--- src/rtl/fifo_stream_reader.sv ---
// Read-side drain engine for the synchronous block-RAM FIFO: issues reads against
// `empty`, absorbs the one-cycle read latency in a two-entry buffer, streams out with `last`.
module fifo_stream_reader #(
    parameter int DATA_WIDTH = 16,
    parameter int BURST_LEN  = 256
) (
    input  logic                  clk,
    input  logic                  rst,
    input  logic                  enable,
    input  logic                  fifo_empty,
    output logic                  fifo_rd_en,
    input  logic [DATA_WIDTH-1:0] fifo_dout,
    output logic                  m_valid,
    input  logic                  m_ready,
    output logic [DATA_WIDTH-1:0] m_data,
    output logic                  m_last,
    output logic                  busy,
    output logic [31:0]           words_out,
    output logic [1:0]            state_dbg
);

    // Stream handshake: a word transfers on every rising edge where m_valid && m_ready;
    // m_data/m_last are held stable while m_valid is high and m_ready is low.

    typedef enum logic [1:0] {
        IDLE   = 2'd0,
        FILL   = 2'd1,
        STREAM = 2'd2
    } state_t;

    localparam logic [15:0] LAST_IDX = 16'(BURST_LEN - 1);

    state_t                  state;
    state_t                  state_next;
    logic [1:0]              count;
    logic [1:0]              count_next;
    logic                    inflight;
    logic [DATA_WIDTH-1:0]   buf0;
    logic [DATA_WIDTH-1:0]   buf1;
    logic [15:0]             burst_cnt;
    logic                    pop;
    logic                    push;
    logic [2:0]              occ_after_pop;

    assign pop  = m_valid && m_ready;
    assign push = inflight;

    // Occupancy this cycle would leave behind once the current pop completes.
    assign occ_after_pop = {1'b0, count} + {2'b00, inflight} - {2'b00, pop};
    assign fifo_rd_en    = enable && !fifo_empty && (occ_after_pop < 3'd2);
    assign count_next    = occ_after_pop[1:0];

    always_ff @(posedge clk) begin
        if (rst) begin
            state <= IDLE;
        end else begin
            state <= state_next;
        end
    end

    always_comb begin
        state_next = state;
        if (count_next != 2'd0) begin
            state_next = STREAM;
        end else if (fifo_rd_en) begin
            state_next = FILL;
        end else begin
            state_next = IDLE;
        end
    end

    assign m_valid   = (state == STREAM);
    assign busy      = (state != IDLE);
    assign m_data    = buf0;
    assign m_last    = m_valid && (burst_cnt == LAST_IDX);
    assign state_dbg = state;

    // buf0 is the head; the tail is buf0 when empty (or emptying) and buf1 otherwise.
    always_ff @(posedge clk) begin
        if (rst) begin
            buf0     <= '0;
            buf1     <= '0;
            count    <= 2'd0;
            inflight <= 1'b0;
        end else begin
            inflight <= fifo_rd_en;
            count    <= count_next;
            case ({push, pop})
                2'b10: begin
                    if (count == 2'd0) buf0 <= fifo_dout;
                    else               buf1 <= fifo_dout;
                end
                2'b01: buf0 <= buf1;
                2'b11: begin
                    if (count == 2'd1) begin
                        buf0 <= fifo_dout;
                    end else begin
                        buf0 <= buf1;
                        buf1 <= fifo_dout;
                    end
                end
                default: ;
            endcase
        end
    end

    always_ff @(posedge clk) begin
        if (rst) begin
            burst_cnt <= 16'd0;
            words_out <= 32'd0;
        end else if (pop) begin
            burst_cnt <= (burst_cnt == LAST_IDX) ? 16'd0 : burst_cnt + 16'd1;
            words_out <= words_out + 32'd1;
        end
    end

    a_no_overflow : assert property (@(posedge clk) disable iff (rst)
        !(push && !pop && count == 2'd2));
    a_no_underflow : assert property (@(posedge clk) disable iff (rst)
        !(fifo_rd_en && fifo_empty));

endmodule
--- config.mk ---
export PLATFORM = sky130hd
export DESIGN_NAME = fifo_stream_reader
export DESIGN_NICKNAME = d
export VERILOG_FILES = /design/src/rtl/fifo_stream_reader.sv
export SDC_FILE = /design/constraint.sdc
export NUM_CORES = 1
export LEC_CHECK = 0
export ABC_AREA = 1
export BUFFER_PORTS_ARGS = -buffer_cell sky130_fd_sc_hd__buf_2
export CAP_MARGIN = 5
export CORE_UTILIZATION = 41
export CTS_CLUSTER_DIAMETER = 50
export DETAILED_ROUTE_END_ITERATION = 8
export HOLD_SLACK_MARGIN = 0.02
export PLACE_DENSITY_LB_ADDON = 0.1
export SYNTH_ARGS = -nofsm -noshare
export SYNTH_HDL_FRONTEND = slang
export SYNTH_SLANG_ARGS = --single-unit
--- constraint.sdc ---
create_clock -name clk -period 6.95 [get_ports clk]
set_clock_uncertainty 0.1 [all_clocks]
set_input_delay 1.0425 -clock clk [delete_from_list [all_inputs] [get_ports clk]]
set_output_delay 1.0425 -clock clk [all_outputs]
set_load 0.05 [all_outputs]
Yosys cells after proc, flatten, opt, wreduce, memory -nomap -nowiden. Cells that the tools add are included.

Register bits: 85. Input port bits: 21. Logic and storage cells: 44. Output and inout port bits: 54.

Add/sub/neg operators: 4. Magnitude comparators: 1. Equality and inequality tests: 9. Reduce and logical (&&, ||, !) cells: 13. Muxes and demuxes: 9.

Operators by type and width (number): $mux W16 (5); $pmux W16 S3 (1); $add A32 B1 Y32 const B (1); $pmux W16 S2 (1); $add A16 B1 Y16 const B (1); $eq A16 B8 Y1 const B (1); $eq A2 B2 Y1 const B (3); $ne A2 B2 Y1 const B (3); $reduce_bool A2 Y1 (3); $eq A2 B1 Y1 const B (2); $logic_and A1 B1 Y1 (4); $add A2 B1 Y3 (1); $lt A3 B2 Y1 const B (1); $reduce_and A3 Y1 (1); $reduce_bool A3 Y1 (1); $sub A3 B1 Y3 (1); $logic_not A2 Y1 (1); $mux W2 (1); $reduce_and A2 Y1 (1); $reduce_or A2 Y1 (1); $logic_not A1 Y1 (1); $mux W1 (1).

Depth between registers and ports, before layout.
Depth in word-level cells: 7. Mapped depth: 12.

Worst setup path after synthesis. No wires, ideal clock.

Kind: input-to-output. Start point: input port m_ready. End point: output port fifo_rd_en. Arrival time: 2.883 ns. Buffers on the path: 1. Stages on the path: 11. Slack: 2.925 ns. Path through: nand3_4 inv_4 buf_2 ha_1 inv_1 ha_1 fa_1 xnor2_1 nor2_1 nand2_1 inv_1.

Cells in the longest elaborated chain, start to end: 4.

RTL lines: start, declared (line 14) `input logic m_ready,`; $logic_and A1 B1 Y1 (line 45) `assign pop = m_valid && m_ready;`; $sub A3 B1 Y3 (line 49) `assign occ_after_pop = {1'b0, count} + {2'b00, inflight} - {2'b00, pop};`; $lt A3 B2 Y1 (line 50) `assign fifo_rd_en = enable && !fifo_empty && (occ_after_pop < 3'd2);`; $logic_and A1 B1 Y1 (line 50); end, declared (line 11) `output logic fifo_rd_en,`.

No other way between the ends.

Final worst setup path.
Start point: input port m_ready. End point: output port fifo_rd_en.

Cells in the longest elaborated chain, start to end: 4.

RTL lines: $logic_and A1 B1 Y1 (line 45); $sub A3 B1 Y3 (line 49); via occ_after_pop[1] (line 43) `logic [2:0] occ_after_pop;`; $lt A3 B2 Y1 (line 50); $logic_and A1 B1 Y1 (line 50).

The timed path passes the listed nets, and every way through them passes these cells.

==> results.txt <==
----------------------------------------------------
[Die]
  Area inside the core boundary ... 9950 um^2
  DIE AREA ... 10,900 um^2
  Number of placed I/O pins ... between 70 and 80
  Die extent in y ... 104 um
  Effective utilization at floorplan ... 0.431
  Standard-cell row count ... 36
  Horiz. Die Dim ... 104 um

[Placement]
  Standard cell area after detailed placement ... 4760 um^2
  Last weighted congestion value of the routability-driven placer ... 0.830
  Dpl hpwl ... approximately 7200 um
  Number of I/O port buffers ... 74
  Number of cells after detailed placement ... 799
  Setup slack at placement ... 2.63 ns

[Route]
  First DRT Iteration DRCs ... 121
  Total via count after detailed routing ... approximately 4,000
  Post-detailed-route wirelength per cell ... about 12 um
  DRC violations left ... 0
  Routed vias/inst ... 4.86
  Pre-Repair DR Iteration Count ... 5
  Antenna viol nets, final ... 0
  Routed WL ... about 10,000 um

[Layout]
  Multi-input logic area ... 2170 um^2
  Sequential Area ... between 1500 and 2000 um^2
  Final Instance Area ... between 5000 and 6000 um^2
  Net total in the final layout ... 705
  Area grow syn2layout ... 17.4%
  Filler cell count in the final layout ... approximately 1,000
  Fraction of layout cells with a size suffix above 1 ... 0.183
  Diode count ... 0
  Fin cells ... around 820
  Share of the core filled with cells in the final layout ... 0.506

[CTS]
  CTS Sinks ... between 80 and 90
  Num CTS Buffers ... 9
  Clk_lat worst skew ... 0.37 ns
  CTS Hold Bufs ... 0
  Buffer cell driving the clock tree root ... sky130_fd_sc_hd__clkbuf_8
  TritonCTS clock tree ... yes
  Level count of the clock H-tree ... 3
  Clock transition at the registers of the reported paths ... 0.08 ns
  Setup bufs post-CTS ... 0
  # resized after CTS ... 0
  Clock buffer depth ... 2

[Logic synthesis]
  Mapped Nets ... 637
  Number of register bits inferred by synthesis ... 85
  Post-Syn Area ... between 4000 and 5000 um^2
  Number of synthesized flops with an enable pin ... 0
  Sequential share of the synthesized area ... 0.397
  Mapped Cells ... about 610
  Synthesized area per cell ... roughly 7 um^2
  Primary flip-flop cell chosen by synthesis mapping ... sky130_fd_sc_hd__dfxtp_1
  Number of unique standard cell types used by synthesis ... 39
  Ys async rst share ... 0
  Number of warnings issued by yosys ... 0

[Run status]
  Status ... finished, final reports clean

[Power]
  Maximum resistive drop on vdd ... 178 uV
  NetSw ... 0.492 mW
  Clock share of power ... 0.338
  Logic pwr share ... 0.262
  Power share of the sequential group ... 0.399
  Proportion of total power due to net switching ... 0.346
  Leakage ... 2.32 nW
  Total internal power ... around 0.93 mW
  Power Dens Cells ... 283 nW/um^2

[Critical path]
  Crit Reg-Reg Startpoint ... state_dbg[1]$_SDFF_PP0_
  Endpoint arrival time on the critical path ... 3.16 ns
  Endpoint type of the worst setup path ... output pin
  Crit path max fanout ... 19
  Register-to-register setup slack ... 4.36 ns
  Setup crit start kind ... primary input
  Critical path data required time ... 5.81 ns
  Depth of the worst register-to-register path ... 9
  Worst Path Class, Setup ... in -> out
  Endpoint of the worst register-to-register path ... m_data[1]$_SDFFE_PP0P_

[Hold path]
  HP Start ... buf1[1]$_SDFFE_PP0P_
  Worst hold path endpoint ... buf1[1]$_SDFFE_PP0P_
  Hold-critical path depth ... 2
  Hold crit path type ... reg -> reg

[Timing]
  Worst setup margin ... 2.65 ns
  Final Hold Violating Endpoints ... 0
  Max frequency ... 0.232 GHz
  Number of failing setup endpoints in the final timing report ... 0
  RSZ-0062 raised after global routing ... no
  Transition time of the tightest slew-check pin ... 1.13 ns
  Final clock period utilization by the worst path ... 0.619
  Setup total negative slack ... 0 ns
  Total count of max-transition violations in the final report ... 0
  Post-layout minimum cycle time ... around 4.3 ns
  Worst slew slack as a fraction of its limit ... 0.246

[GRT]
  First-pass GRT wire length ... 17,300 um
  Global route overflow ... 0
  Pin count of the biggest net entering global routing ... 40
  Vias in the first global route ... roughly 3,700
  GRT Total Usage ... 0.197
  Number of antenna violations at the first check in global routing ... 0

[Job]
  Max-cap viol count ... 0

----------------------------------------------------
## metal layers
layer / GRT usage / vias up / share of wire
met5: 0 / - / 0
met1: 0.255 / 1812 / 0.49
met4: 0.0898 / 0 / 0.013
li1: - / 2068 / -
met3: 0.0351 / 11 / 0.038
met2: 0.318 / 73 / 0.46
## metrics by stage
stage                     power, mW  hold slack (ns)
after floorplan               0.870            0.325
after global placement        0.950            0.334
after detailed placement      0.955            0.340
after CTS                      1.44            0.351
after global routing           1.50            0.379
final                          1.42            0.349
## worst max-delay path: stages
cell and delay (ns):
sky130_fd_sc_hd__buf_2 0.10, sky130_fd_sc_hd__nand3_4 0.25, sky130_fd_sc_hd__inv_4 0.29, sky130_fd_sc_hd__ha_1 0.27, sky130_fd_sc_hd__inv_1 0.06, sky130_fd_sc_hd__ha_1 0.16
sky130_fd_sc_hd__fa_1 0.43, sky130_fd_sc_hd__nor2_1 0.11, sky130_fd_sc_hd__nand2_1 0.08, sky130_fd_sc_hd__inv_1 0.08, sky130_fd_sc_hd__buf_2 0.26
## cell usage after synthesis, types with 8 or more instances
| master | number | area share |
|---|---|---|
| sky130_fd_sc_hd__clkbuf_1 | 10 | 0.0087 |
| sky130_fd_sc_hd__nand2_1 | 109 | 0.095 |
| sky130_fd_sc_hd__o21ai_0 | 55 | 0.064 |
| sky130_fd_sc_hd__a21oi_1 | 32 | 0.037 |
| sky130_fd_sc_hd__nand3_1 | 35 | 0.041 |
| sky130_fd_sc_hd__inv_1 | 88 | 0.077 |
| sky130_fd_sc_hd__nand4_1 | 8 | 0.012 |
| sky130_fd_sc_hd__dfxtp_1 | 85 | 0.40 |
| sky130_fd_sc_hd__o21bai_1 | 17 | 0.030 |
| sky130_fd_sc_hd__nor3_1 | 12 | 0.014 |
| sky130_fd_sc_hd__nor2_1 | 83 | 0.073 |
| sky130_fd_sc_hd__xor2_1 | 12 | 0.024 |
## state kept, by name, indices dropped and copies added (netlist names)
register and count:
state_dbg 2, burst_cnt 16, count 2, inflight 1, words_out 32, m_data 16
buf1 16
## placed cells by master, fill, tap and decap left out, drive strengths merged
cell type / n
a21oi: 32
nand3b: 1
ha: 6
bufinv: 4
or2: 2
nor2: 97
o211ai: 1
fa: 1
nor4: 1
buf: 75
nand4: 11
nand3: 37
nor4b: 1
nand2: 117
a31oi: 2
o21bai: 18
o21a: 1
clkbuf: 11
nor3b: 2
xor2: 12
o21ai: 57
dfxtp: 85
inv: 92
xnor2: 4
nor3: 12
## final cells by class
class                      instances  area share
multi-input combinational        415       0.430
inverter                          91      0.0683
tap                              133      0.0330
clock inverter                     5      0.0256
sequential                        85       0.338
timing repair buffer              75      0.0750
clock buffer                      11      0.0300
## worst max path at each step
stage,to,cells past startpoint,from
after floorplan,fifo_rd_en,11,m_ready
after global placement,fifo_rd_en,11,m_ready
after detailed placement,fifo_rd_en,11,m_ready
final,fifo_rd_en,11,m_ready
after CTS,fifo_rd_en,11,m_ready
after global routing,fifo_rd_en,11,m_ready
## power by group through the flow
| stage | Combinational (mW) | Sequential (mW) | Clock [mW] |
|---|---|---|---|
| CTS | 0.377 | 0.569 | 0.495 |
| global route | 0.411 | 0.575 | 0.513 |
| detailed placement | 0.376 | 0.579 | 0 |
| global placement | 0.372 | 0.578 | 0 |
| finish | 0.374 | 0.569 | 0.482 |
| floorplan | 0.181 | 0.689 | 0 |
## logic make-up (layout without fill, tap and decap cells)
logic type | after synthesis | count (layout) | synth area share
simple gates | 281 | 281 | 0.307
xor+xnor | 16 | 16 | 0.0327
flops | 85 | 85 | 0.397
compound gates | 111 | 111 | 0.144
fa+ha+maj | 7 | 7 | 0.0222
buf+inv | 109 | 182 | 0.0980
Power figures use the tool's default switching activity.
